$ cat src/rtl/status_flag_unit_pkg.sv
// Shared definitions for the status flag producer: op-class encodings and
// the {Z, C, V, N} bit positions used by the ID-stage condition checker.
package status_pkg;

    localparam logic [2:0] OP_LOGIC = 3'd0;
    localparam logic [2:0] OP_ADD   = 3'd1;
    localparam logic [2:0] OP_ADC   = 3'd2;
    localparam logic [2:0] OP_SUB   = 3'd3;
    localparam logic [2:0] OP_SBC   = 3'd4;
    localparam logic [2:0] OP_RSB   = 3'd5;

    localparam int FLAG_Z = 3;
    localparam int FLAG_C = 2;
    localparam int FLAG_V = 1;
    localparam int FLAG_N = 0;

    typedef logic [3:0] flags_t;

    function automatic flags_t pack_flags(input logic z, input logic c,
                                          input logic v, input logic n);
        flags_t f;
        f         = '0;
        f[FLAG_Z] = z;
        f[FLAG_C] = c;
        f[FLAG_V] = v;
        f[FLAG_N] = n;
        return f;
    endfunction

endpackage

$ cat src/rtl/status_flag_unit_if.sv
// EXE-stage flag-update bus plus pipeline control and the status outputs.
// master drives the EXE side; slave is the status_flag_unit.
interface status_flag_unit_if #(
    parameter int DATA_W = 32
);
    logic              exe_valid;
    logic              exe_s_bit;
    logic [2:0]        exe_op_class;
    logic [DATA_W-1:0] exe_op_a;
    logic [DATA_W-1:0] exe_op_b;
    logic [DATA_W-1:0] exe_result;
    logic              exe_carry_out;
    logic              exe_shift_carry;
    logic              freeze;
    logic              flush;
    logic              save_req;
    logic              restore_req;
    logic [3:0]        status_flags;
    logic [3:0]        status_flags_fwd;
    logic              shadow_valid;
    logic              restore_err;

    modport master (
        output exe_valid, exe_s_bit, exe_op_class, exe_op_a, exe_op_b,
               exe_result, exe_carry_out, exe_shift_carry,
               freeze, flush, save_req, restore_req,
        input  status_flags, status_flags_fwd, shadow_valid, restore_err
    );

    modport slave (
        input  exe_valid, exe_s_bit, exe_op_class, exe_op_a, exe_op_b,
               exe_result, exe_carry_out, exe_shift_carry,
               freeze, flush, save_req, restore_req,
        output status_flags, status_flags_fwd, shadow_valid, restore_err
    );

endinterface

$ cat src/rtl/status_flag_unit_flag_calc.sv
// Combinational N/Z/C/V derivation from the EXE-stage ALU operands and result.
module flag_calc
    import status_pkg::*;
#(
    parameter int DATA_W = 32
) (
    input  logic [2:0]        op_class,
    input  logic [DATA_W-1:0] op_a,
    input  logic [DATA_W-1:0] op_b,
    input  logic [DATA_W-1:0] result,
    input  logic              carry_out,
    input  logic              shift_carry,
    input  logic              v_cur,
    output flags_t            flags
);

    logic a_msb;
    logic b_msb;
    logic r_msb;
    logic z;
    logic c;
    logic v;

    assign a_msb = op_a[DATA_W-1];
    assign b_msb = op_b[DATA_W-1];
    assign r_msb = result[DATA_W-1];
    assign z     = (result == '0);

    always_comb begin
        c = shift_carry;
        v = v_cur;
        case (op_class)
            OP_ADD, OP_ADC: begin
                c = carry_out;
                v = (a_msb == b_msb) && (r_msb != a_msb);
            end
            OP_SUB, OP_SBC: begin
                c = carry_out;
                v = (a_msb != b_msb) && (r_msb != a_msb);
            end
            OP_RSB: begin
                c = carry_out;
                v = (b_msb != a_msb) && (r_msb != b_msb);
            end
            // Logic ops and the unused codes keep V and take the shifter carry.
            default: begin
                c = shift_carry;
                v = v_cur;
            end
        endcase
    end

    assign flags = pack_flags(z, c, v, r_msb);

endmodule

$ cat src/rtl/status_flag_unit.sv
// Architectural status register with same-cycle bypass and a one-entry
// shadow for flag save/restore across exception entry and return.
module status_flag_unit
    import status_pkg::*;
#(
    parameter int DATA_W = 32
) (
    input logic               clk,
    input logic               rst_n,
    status_flag_unit_if.slave bus
);

    flags_t flags_q;
    flags_t flags_d;
    flags_t shadow_q;
    flags_t shadow_d;
    logic   shadow_valid_q;
    logic   shadow_valid_d;
    logic   restore_err_q;
    logic   restore_err_d;
    flags_t calc_flags;
    logic   upd;
    logic   restore_ok;

    flag_calc #(
        .DATA_W (DATA_W)
    ) u_flag_calc (
        .op_class    (bus.exe_op_class),
        .op_a        (bus.exe_op_a),
        .op_b        (bus.exe_op_b),
        .result      (bus.exe_result),
        .carry_out   (bus.exe_carry_out),
        .shift_carry (bus.exe_shift_carry),
        .v_cur       (flags_q[FLAG_V]),
        .flags       (calc_flags)
    );

    assign upd        = bus.exe_valid & bus.exe_s_bit & ~bus.flush & ~bus.freeze;
    assign restore_ok = bus.restore_req & shadow_valid_q;

    always_comb begin
        flags_d        = flags_q;
        shadow_d       = shadow_q;
        shadow_valid_d = shadow_valid_q;
        restore_err_d  = 1'b0;
        if (!bus.freeze) begin
            if (restore_ok) begin
                flags_d        = shadow_q;
                shadow_valid_d = 1'b0;
            end else if (upd) begin
                flags_d = calc_flags;
            end
            // Save captures the pre-update flags and wins over a same-cycle restore.
            if (bus.save_req) begin
                shadow_d       = flags_q;
                shadow_valid_d = 1'b1;
            end
            restore_err_d = bus.restore_req & ~shadow_valid_q;
        end
    end

    always_ff @(posedge clk or negedge rst_n) begin
        if (!rst_n) begin
            flags_q        <= '0;
            shadow_q       <= '0;
            shadow_valid_q <= 1'b0;
            restore_err_q  <= 1'b0;
        end else begin
            flags_q        <= flags_d;
            shadow_q       <= shadow_d;
            shadow_valid_q <= shadow_valid_d;
            restore_err_q  <= restore_err_d;
        end
    end

    assign bus.status_flags     = flags_q;
    assign bus.status_flags_fwd = flags_d;
    assign bus.shadow_valid     = shadow_valid_q;
    assign bus.restore_err      = restore_err_q;

endmodule

$ cat src/flat_wrapper.sv
// flat-port wrapper written by rule: the top's interface ports become plain ports
module status_flag_unit_flat import status_pkg::*;
#(
    parameter int DATA_W = 32
)
  (clk, rst_n, bus_exe_valid, bus_exe_s_bit, bus_exe_op_class, bus_exe_op_a, bus_exe_op_b, bus_exe_result, bus_exe_carry_out, bus_exe_shift_carry, bus_freeze, bus_flush, bus_save_req, bus_restore_req, bus_status_flags, bus_status_flags_fwd, bus_shadow_valid, bus_restore_err);
  status_flag_unit_if #(.DATA_W(DATA_W)) bus_i ();
  input logic clk;
  input logic rst_n;
  input wire logic [$bits(bus_i.exe_valid)-1:0] bus_exe_valid;
  input wire logic [$bits(bus_i.exe_s_bit)-1:0] bus_exe_s_bit;
  input wire logic [$bits(bus_i.exe_op_class)-1:0] bus_exe_op_class;
  input wire logic [$bits(bus_i.exe_op_a)-1:0] bus_exe_op_a;
  input wire logic [$bits(bus_i.exe_op_b)-1:0] bus_exe_op_b;
  input wire logic [$bits(bus_i.exe_result)-1:0] bus_exe_result;
  input wire logic [$bits(bus_i.exe_carry_out)-1:0] bus_exe_carry_out;
  input wire logic [$bits(bus_i.exe_shift_carry)-1:0] bus_exe_shift_carry;
  input wire logic [$bits(bus_i.freeze)-1:0] bus_freeze;
  input wire logic [$bits(bus_i.flush)-1:0] bus_flush;
  input wire logic [$bits(bus_i.save_req)-1:0] bus_save_req;
  input wire logic [$bits(bus_i.restore_req)-1:0] bus_restore_req;
  output wire logic [$bits(bus_i.status_flags)-1:0] bus_status_flags;
  output wire logic [$bits(bus_i.status_flags_fwd)-1:0] bus_status_flags_fwd;
  output wire logic [$bits(bus_i.shadow_valid)-1:0] bus_shadow_valid;
  output wire logic [$bits(bus_i.restore_err)-1:0] bus_restore_err;
  assign bus_i.exe_valid = bus_exe_valid;
  assign bus_i.exe_s_bit = bus_exe_s_bit;
  assign bus_i.exe_op_class = bus_exe_op_class;
  assign bus_i.exe_op_a = bus_exe_op_a;
  assign bus_i.exe_op_b = bus_exe_op_b;
  assign bus_i.exe_result = bus_exe_result;
  assign bus_i.exe_carry_out = bus_exe_carry_out;
  assign bus_i.exe_shift_carry = bus_exe_shift_carry;
  assign bus_i.freeze = bus_freeze;
  assign bus_i.flush = bus_flush;
  assign bus_i.save_req = bus_save_req;
  assign bus_i.restore_req = bus_restore_req;
  assign bus_status_flags = bus_i.status_flags;
  assign bus_status_flags_fwd = bus_i.status_flags_fwd;
  assign bus_shadow_valid = bus_i.shadow_valid;
  assign bus_restore_err = bus_i.restore_err;
  status_flag_unit #(.DATA_W(DATA_W)) u_core (.clk(clk), .rst_n(rst_n), .bus(bus_i));
endmodule
$ cat config.mk
export PLATFORM = sky130hd
export DESIGN_NAME = status_flag_unit_flat
export DESIGN_NICKNAME = d
export VERILOG_FILES = /design/src/rtl/status_flag_unit_pkg.sv /design/src/rtl/status_flag_unit_if.sv /design/src/rtl/status_flag_unit_flag_calc.sv /design/src/rtl/status_flag_unit.sv /design/src/flat_wrapper.sv
export SDC_FILE = /design/constraint.sdc
export NUM_CORES = 1
export LEC_CHECK = 0
export BUFFER_PORTS_ARGS = -buffer_cell sky130_fd_sc_hd__buf_2
export CAP_MARGIN = 20
export CORE_ASPECT_RATIO = 1.5
export CORE_UTILIZATION = 27
export DETAILED_ROUTE_END_ITERATION = 10
export GPL_TIMING_DRIVEN = 0
export PLACE_DENSITY_LB_ADDON = 0.3
export SYNTH_ARGS = -nofsm -noshare
export SYNTH_HDL_FRONTEND = slang
export SYNTH_SLANG_ARGS = --single-unit
$ cat constraint.sdc
create_clock -name clk -period 1.5 [get_ports clk]
set_input_delay 0.225 -clock clk [delete_from_list [all_inputs] [get_ports clk]]
set_output_delay 0.225 -clock clk [all_outputs]
set_load 0.005 [all_outputs]
* Word level (Yosys, flattened, before mapping)
Cells that the tools add are included.
Storage, ports and cells: flip-flop bits (word level) 10, bits in latches 0, memory bits (writable) 0, bits in read-only memories 0, input bits 109, output and inout port bits 10, logic and storage cells 40, memories kept 0
Operators by class: $add $sub $neg 0, $mul 0, div/mod/pow operators 0, magnitude comparators 0, equal/unequal tests 10, shifts and indexed selects 0, multiplexer cells 8, bitwise logic cells 8, reduce and logical (&&, ||, !) cells 10
Operators with widths (count):
- 32-bit logical NOT | 1
- 4-bit two-way mux | 3
- 3-bit by 2-bit equality test with 1-bit output, second input constant | 2
- 3-bit equality test, second input constant | 2
- 1-bit bitwise AND | 5
- 5-bit OR reduction | 1
- 1-bit two-way mux | 4
- 1-bit inequality test | 4
- 2-bit AND reduction | 2
- 2-bit OR reduction | 2
- 3-bit by 1-bit equality test with 1-bit output, second input constant | 1
- 1-bit logical AND | 3
- 1-bit NOT | 3
- 1-bit one-hot mux with 3 select lines | 1
- 2-bit nonzero test | 1
- 1-bit equality test | 1

* Depth between registers and ports, before layout
Gate-level depths: netlist of the first run.
depth after elaboration 6, depth in mapped cells 5, gate-level depth less buffers 4

* Cells and area by module
From an unflattened synthesis of the first run, not the netlist that was laid out.
Second synthesis, totals: cell total of the unflattened synthesis 73, area, all modules 688.2 sq um
Modules (own cells, without submodules):
- status_flag_unit | times used 1, cells each 35, area an instance 449.2 sq um, sequential area each 250.2 sq um
- flag_calc | times used 1, cells each 38, area an instance 239.0 sq um, sequential area each 0.0 sq um

* Worst setup path before layout of the first run
OpenSTA, ideal clock, no wires.
path type input to output, from input port bus_exe_result[31], to output port bus_status_flags_fwd[1], data arrival time 1183 ps, required time 1275 ps, path slack 92 ps, cell stages on the path 5, path buffers 1, cell sequence buf_2 and4bb_1 o41ai_2 nand4b_1 o21ba_1
Between the ends: word-level cells in the longest chain between the ends 6, elaborated cells on any way between the ends 9, those cells by class 2 x eq/ne; 4 x mux; 3 x reduce/logical
Ends and longest elaborated chain:
- start, declared | RTL line flat_wrapper.sv:15 | input wire logic [$bits(bus_i.exe_result)-1:0] bus_exe_result;
- 1-bit inequality test, on equally long branches | RTL line status_flag_unit_flag_calc.sv:43, status_flag_unit_flag_calc.sv:35, status_flag_unit_flag_calc.sv:39
- 1-bit logical AND, on equally long branches | RTL line status_flag_unit_flag_calc.sv:43, status_flag_unit_flag_calc.sv:35, status_flag_unit_flag_calc.sv:39
- 1-bit one-hot mux with 3 select lines (*) | RTL line status_flag_unit_flag_calc.sv:32 | case (op_class)
- 4-bit two-way mux (*) | RTL line status_flag_unit.sv:50 | end else if (upd) begin
- 4-bit two-way mux (*) | RTL line status_flag_unit.sv:47 | if (restore_ok) begin
- 4-bit two-way mux (*) | RTL line status_flag_unit.sv:46 | if (!bus.freeze) begin
- end, declared | RTL line flat_wrapper.sv:23 | output wire logic [$bits(bus_i.status_flags_fwd)-1:0] bus_status_flags_fwd;
Every way passes the cells marked *; elsewhere a longest branch is shown, timed or not.

* Worst setup path after layout of the first run
from register u_core.shadow_valid_q, in the netlist u_core.bus.shadow_valid, to output port bus_status_flags_fwd[1]
Between the ends: word-level cells in the longest chain between the ends 3
Ends and longest elaborated chain:
- start, declared | RTL line status_flag_unit.sv:17 | logic shadow_valid_q;
- start signal, assigned | RTL line status_flag_unit.sv:71 | shadow_valid_q <= shadow_valid_d;
- 1-bit bitwise AND | RTL line status_flag_unit.sv:39 | assign restore_ok = bus.restore_req & shadow_valid_q;
- 4-bit two-way mux | RTL line status_flag_unit.sv:47
- 4-bit two-way mux | RTL line status_flag_unit.sv:46
Every way passes these cells.

==> metrics.txt, run 1 <==
synth cell count leaders=dfrtp_1 (10), nor4_1 (8), a21oi_1 (4), mux2_2 (4), nand2_1 (4); Max transition margin=around four fifths; WP data required=approximately 1.3 ns; Slew @ Worst Pin=about 0.28 ns; Max Clk Rate=slightly below 600 MHz; count of different cell masters after synthesis=34; Comb power frac=42.1%; syn_nets=180; clock root buffer=clkbuf_4; RSZ-0062 raised after global routing=yes; GP Congestion=~0.86; max_cap viols=0; post-DR wirelength/cell=between 10 and 15 microns; design area=between 1000 and 1500 sq um; critical path peak fanout=3; clock-pin slew on the worst setup and hold paths=approximately 0.070 ns; initial antenna violation count=0; Yosys top cell area share=35.5%; Area after DPL=about 1000 sq um; DR vias/cell=approximately 5.4; Post-synth EDFFs=0; die footprint=between 2000 and 3000 sq um; commonest register cell after synthesis=dfrtp_1; Net Sw Frac=29.3%; core area=2450 sq um; share of cells above drive strength 1=about 70%; final WL=2370 microns; Setup violations, final=5; clk_lat worst skew=0.26 ns; Synth Register Bits=10; share of flip-flops with an asynchronous set or reset=100%; Flop pwr share=~35%; WP buf/inv=2; Fin Clk Skew=around 0.0011 ns; Int Power=759 uW; antenna-violating nets left=0; critical setup path kind=reg -> out; Synth area leaders=dfrtp_1 (35%), nor4_1 (7.1%), mux2_2 (6.4%); ant diodes=0; PwrDens=834 nW/um^2; Post-Syn Instances=approximately 70; global-route wire length before repair=approximately 4000 microns; sequential area share after synthesis=35.5%; switching power=314 uW; failing checks=design-rule violations, negative setup slack; Yosys top cell by area=dfrtp_1; Final Power=about 1.1 mW; final hold vios=0; Lkg Pwr=~0.63 nW; status=finished, violations left; Cell Area, Synth=around 710 sq um; total global-route track usage=between 10% and 20%; worst hold-check path type=in -> reg; drt initial violations=13; CP Launch Type=flip-flop; final period utilization=113%; Final HPWL DP=1770 microns; DRC viols=4; Worst Path Arrival=1.47 ns; critical path cell sequence=buf_4 > a21oi_4 > nand4b_1 > o21ba_4 > buf_6; top-count cell post-synth=dfrtp_1; total I/O pin count=119; CP max-delay cell=dfrtp_2; P&R area growth vs syn=82.3%; row cnt=22; minimum clock period=between 1.5 and 2 ns; Clock power frac=approximately 23%; final slew viol count=0; Syn Area/Cell=just under 10 sq um; final setup TNS=-0.542 ns; number of port buffers=54; CTS max path bufs=2; crit-path leading delay family=flip-flops; largest net degree at the start of global routing=11; fin worst setup slack=-0.200 ns; max incr delay on CP=between 0.4 and 0.5 ns; total CTS buffers=3; Yosys warning total=0; CTS tree=done; Remaining Overflow, GRT=0; nets@finish=~250; final core occ=52.5%; H-tree Lvls=1; clock sinks=10; vias=about 900; initial core utilization=28.8%; chip width=43.7 microns; Setup crit end kind=output port; peak supply drop=575 uV; drt first pass iters=7; Die Ht=roughly 65 microns; vias in the first global route=between 800 and 900
==> final timing paths <==
kind,start,endpoint,slack [ns],depth (start not counted)
worst max-delay path,u_core.bus.shadow_valid$_DFFE_PN0P_,bus_status_flags_fwd[1],-0.20,5
worst min-delay path,bus_restore_req,u_core.bus.restore_err$_DFF_PN0_,0.30,3
worst max register to register,u_core.bus.shadow_valid$_DFFE_PN0P_,u_core.bus.status_flags[0]$_DFF_PN0_,-0.05,8
worst min register to register,u_core.shadow_q[1]$_DFFE_PN0P_,u_core.shadow_q[1]$_DFFE_PN0P_,0.51,1
max in group asynchronous,rst_n,u_core.bus.shadow_valid$_DFFE_PN0P_,0.95,2
min in group asynchronous,rst_n,u_core.bus.restore_err$_DFF_PN0_,0.35,2
==> area by class of cell <==
class,count,area (sq um)
Fill cell,233,1160
Multi-Input combinational cell,55,543
Timing Repair Buffer,67,392
Sequential cell,10,251
Clock buffer,4,36.3
Tap cell,24,30.0
Buffer,3,22.5
Inverter,3,11.3
==> sequential cells by signal, indices dropped and copies added, names as in the netlist <==
name and count:
u_core.bus.shadow_valid 1, u_core.bus.restore_err 1, u_core.shadow_q 4, u_core.bus.status_flags 4
==> tightest hold or removal path: cells and delay by family <==
family	cells	cell delay, ns
buf+inv	1	0.15
simple gates	2	0.16
==> power groups by stage <==
stage	Combinational [mW]	Clock, mW	Sequential, mW
3_5_place_dp	0.288	0	0.378
5_1_grt	0.496	0.255	0.389
6_report	0.452	0.241	0.380
4_1_cts	0.402	0.241	0.377
2_1_floorplan	0.133	0	0.371
3_3_place_gp	0.281	0	0.374
==> metal layers <==
layer | track usage [%] | share of wire [%]
met1 | 21.6 | 38
met2 | 33.8 | 53
met3 | 2.51 | 9.0
met4 | 3.52 | 0.55
met5 | 0 | 0
==> per-stage QoR <==
| stage | setup WS, ns | hold WS (ns) | std cells |
|---|---|---|---|
| 2_1_floorplan | 0.0919 | -0.0706 | 71 |
| 3_3_place_gp | -0.174 | 0.0904 | 149 |
| 3_5_place_dp | -0.205 | 0.0962 | 149 |
| 4_1_cts | -0.176 | 0.286 | 162 |
| 5_1_grt | -0.246 | 0.329 | 166 |
| 6_report | -0.200 | 0.299 | 166 |
==> kinds of logic after synthesis <==
family                 share of synthesized area [%]
AOI/OAI and AO/OA                               17.0
buffers and inverters                           3.90
DFF                                             35.5
muxes                                           9.22
and+or+nand+nor                                 34.4
==> cells in the final DEF (no fill, tap or decap), types with 2 or more instances in the layout <==
master,count
a21oi_2,2
clkbuf_4,4
o211ai_1,2
buf_2,53
buf_4,10
nand2_1,3
mux2i_1,2
inv_1,3
nor4_2,7
mux2_2,4
buf_6,5
nand2b_1,3
nand4_1,2
nor2_1,3
dfrtp_1,9
and4bb_1,2
==> what timing repair did <==
action,4_1_cts,5_1_grt
pin swaps,9,4
buffers inserted,8,4
resized for setup,20,11
hold buffers,1,0
endpoints found under the hold margin,10,0
endpoints found under the setup margin,4,5
Power figures use the tool's default switching activity.
==> inputs of run 2 (changes only) <==
==> constraint.sdc (replaced) <==
create_clock -name clk -period 1.5 [get_ports clk]
set_input_delay 0.3 -clock clk [delete_from_list [all_inputs] [get_ports clk]]
set_output_delay 0.3 -clock clk [all_outputs]
set_load 0.005 [all_outputs]
==> run 2 against run 1 <==
The flow still finishes with violations (design-rule violations, negative setup slack). Final area fell by 8.1%. Power fell by 10%. First-iteration DRC count rose by 31%. Global-route usage fell by 2.0 points.
==> metrics.txt, run 2 (synthesis gave the netlist of run 1 again) <==
die footprint=2830 sq um (unchanged); largest net degree at the start of global routing=11 (unchanged); clk_lat worst skew=0.26 ns (about the same); design area=1180 sq um (-8.1%); clock sinks=10 (unchanged); max_cap viols=0 (unchanged); Remaining Overflow, GRT=0 (unchanged); total I/O pin count=119 (unchanged); Die Ht=64.6 microns (unchanged); Area after DPL=1010 sq um (+0.37%); Final HPWL DP=1740 microns (-1.8%); P&R area growth vs syn=67.6%; critical setup path kind=reg -> out; critical path peak fanout=3 (unchanged); drt first pass iters=7 (unchanged); initial core utilization=28.8% (unchanged); global-route wire length before repair=3310 microns (-16%); worst hold-check path type=in -> reg; CTS tree=done; share of cells above drive strength 1=61.8% (-8.0 points); CTS max path bufs=2 (unchanged); drt initial violations=17 (+4); final period utilization=116% (+2.5 points); nets@finish=246 (-2.4%); final slew viol count=0 (unchanged); antenna-violating nets left=0 (unchanged); final hold vios=0 (unchanged); status=finished, violations left; Fin Clk Skew=0.000876 ns (-0.000239 ns); DRC viols=3 (-1); initial antenna violation count=0 (unchanged); Max Clk Rate=576 MHz (-2.2%); minimum clock period=1.74 ns (+0.0376 ns); core area=2450 sq um (unchanged); row cnt=22 (unchanged); Setup crit end kind=output port; Max transition margin=80.0% (-1.4 points); Setup violations, final=4 (-1); R2R setup slack=0.32 ns (+0.37 ns); fillers=225 (-3.4%); number of port buffers=54 (unchanged); total global-route track usage=16.2% (-2.0 points); Lkg Pwr=0.588 nW (-7.4%); Slew @ Worst Pin=0.297 ns (+0.0192 ns); DR vias/cell=5.28 (-1.7%); fin worst setup slack=-0.237 ns (-0.0376 ns); CP Launch Type=flip-flop; clock root buffer=clkbuf_4; dpl ws=-0.284 ns (-0.0789 ns); PwrDens=816 nW/um^2 (-2.2%); Worst Path Arrival=1.44 ns (-0.03 ns); Final Power=965 uW (-10%); clock-pin slew on the worst setup and hold paths=0.06 ns (about the same); RSZ-0062 raised after global routing=yes; vias in the first global route=781 (-9.7%); H-tree Lvls=1 (unchanged); peak supply drop=485 uV (-16%); final core occ=48.3% (-4.2 points); post-DR wirelength/cell=13.5 microns (-5.2%); failing checks=design-rule violations, negative setup slack; vias=845 (-5.3%); ant diodes=0 (unchanged); most frequent cells in the layout=buf_2 (52), dfrtp_1 (10), buf_4 (8); final WL=2160 microns (-8.6%); WP data required=1.20 ns (-0.07 ns); total CTS buffers=3 (unchanged); commonest non-fill, non-tap cell in the layout=buf_2; GP Congestion=0.880 (+2.4%); chip width=43.7 microns (unchanged)
run 2: path summary, 6_finish.rpt:
check / startpoint / endpoint / cells past startpoint
max reg2reg: u_core.bus.shadow_valid$_DFFE_PN0P_ / u_core.bus.status_flags[1]$_DFF_PN0_ / 4
max: u_core.bus.shadow_valid$_DFFE_PN0P_ / bus_status_flags_fwd[1] / 5
min: bus_restore_req / u_core.bus.restore_err$_DFF_PN0_ / 3
min in group asynchronous: rst_n / u_core.shadow_q[1]$_DFFE_PN0P_ / 2
max in group asynchronous: rst_n / u_core.bus.status_flags[3]$_DFF_PN0_ / 2
min reg2reg: u_core.shadow_q[2]$_DFFE_PN0P_ / u_core.shadow_q[2]$_DFFE_PN0P_ / 1
run 2: worst max-delay path, cell delays in order (launching register included):
cell and delay (ns):
dfrtp_1 0.41, buf_4 0.16, a21oi_4 0.14, nand4b_1 0.13, o21ba_4 0.22, buf_6 0.11
run 2: routing by layer:
layer  part of all wire, %  track usage [%]  wire, microns
met2                    51             29.5           1110
met5                     0                0              0
met1                    39             16.6            838
met3                   9.2             4.46            199
met4                  0.79             7.03             17
run 2: area by class of cell:
class | count | area, sq um | share of cell area [%]
inverters | 3 | 11.3 | 0.952
multi-input cells | 55 | 488 | 41.3
clock buffers | 4 | 36.3 | 3.07
repair buffers | 61 | 334 | 28.3
well taps | 24 | 30.0 | 2.54
plain buffers | 3 | 32.5 | 2.75
flip-flops and latches | 10 | 250 | 21.2
run 2: power by group:
group	internal [mW]	total, mW	switching (mW)
Combinational	0.212	0.354	0.142
Sequential	0.332	0.375	0.0425
Clock	0.147	0.236	0.0892
Total	0.691	0.965	0.274
run 2: repair_timing:
| action | 4_1_cts | 5_1_grt |
|---|---|---|
| buffers inserted | 4 | 2 |
| hold buffers | 1 | 0 |
| endpoints found under the hold margin | 10 | 0 |
| setup endpoints to repair | 4 | 4 |
| pin swaps | 4 | 4 |
| resized for setup | 11 | 6 |
| gates cloned | 0 | 0 |
run 2: through the flow:
stage	TNS (ns)	hold slack [ns]	std cells
2_1_floorplan	-0.0423	0.00441	71
3_3_place_gp	-0.908	0.169	149
3_5_place_dp	-0.960	0.171	149
4_1_cts	-0.672	0.287	158
5_1_grt	-1.11	0.367	160
6_report	-0.740	0.371	160
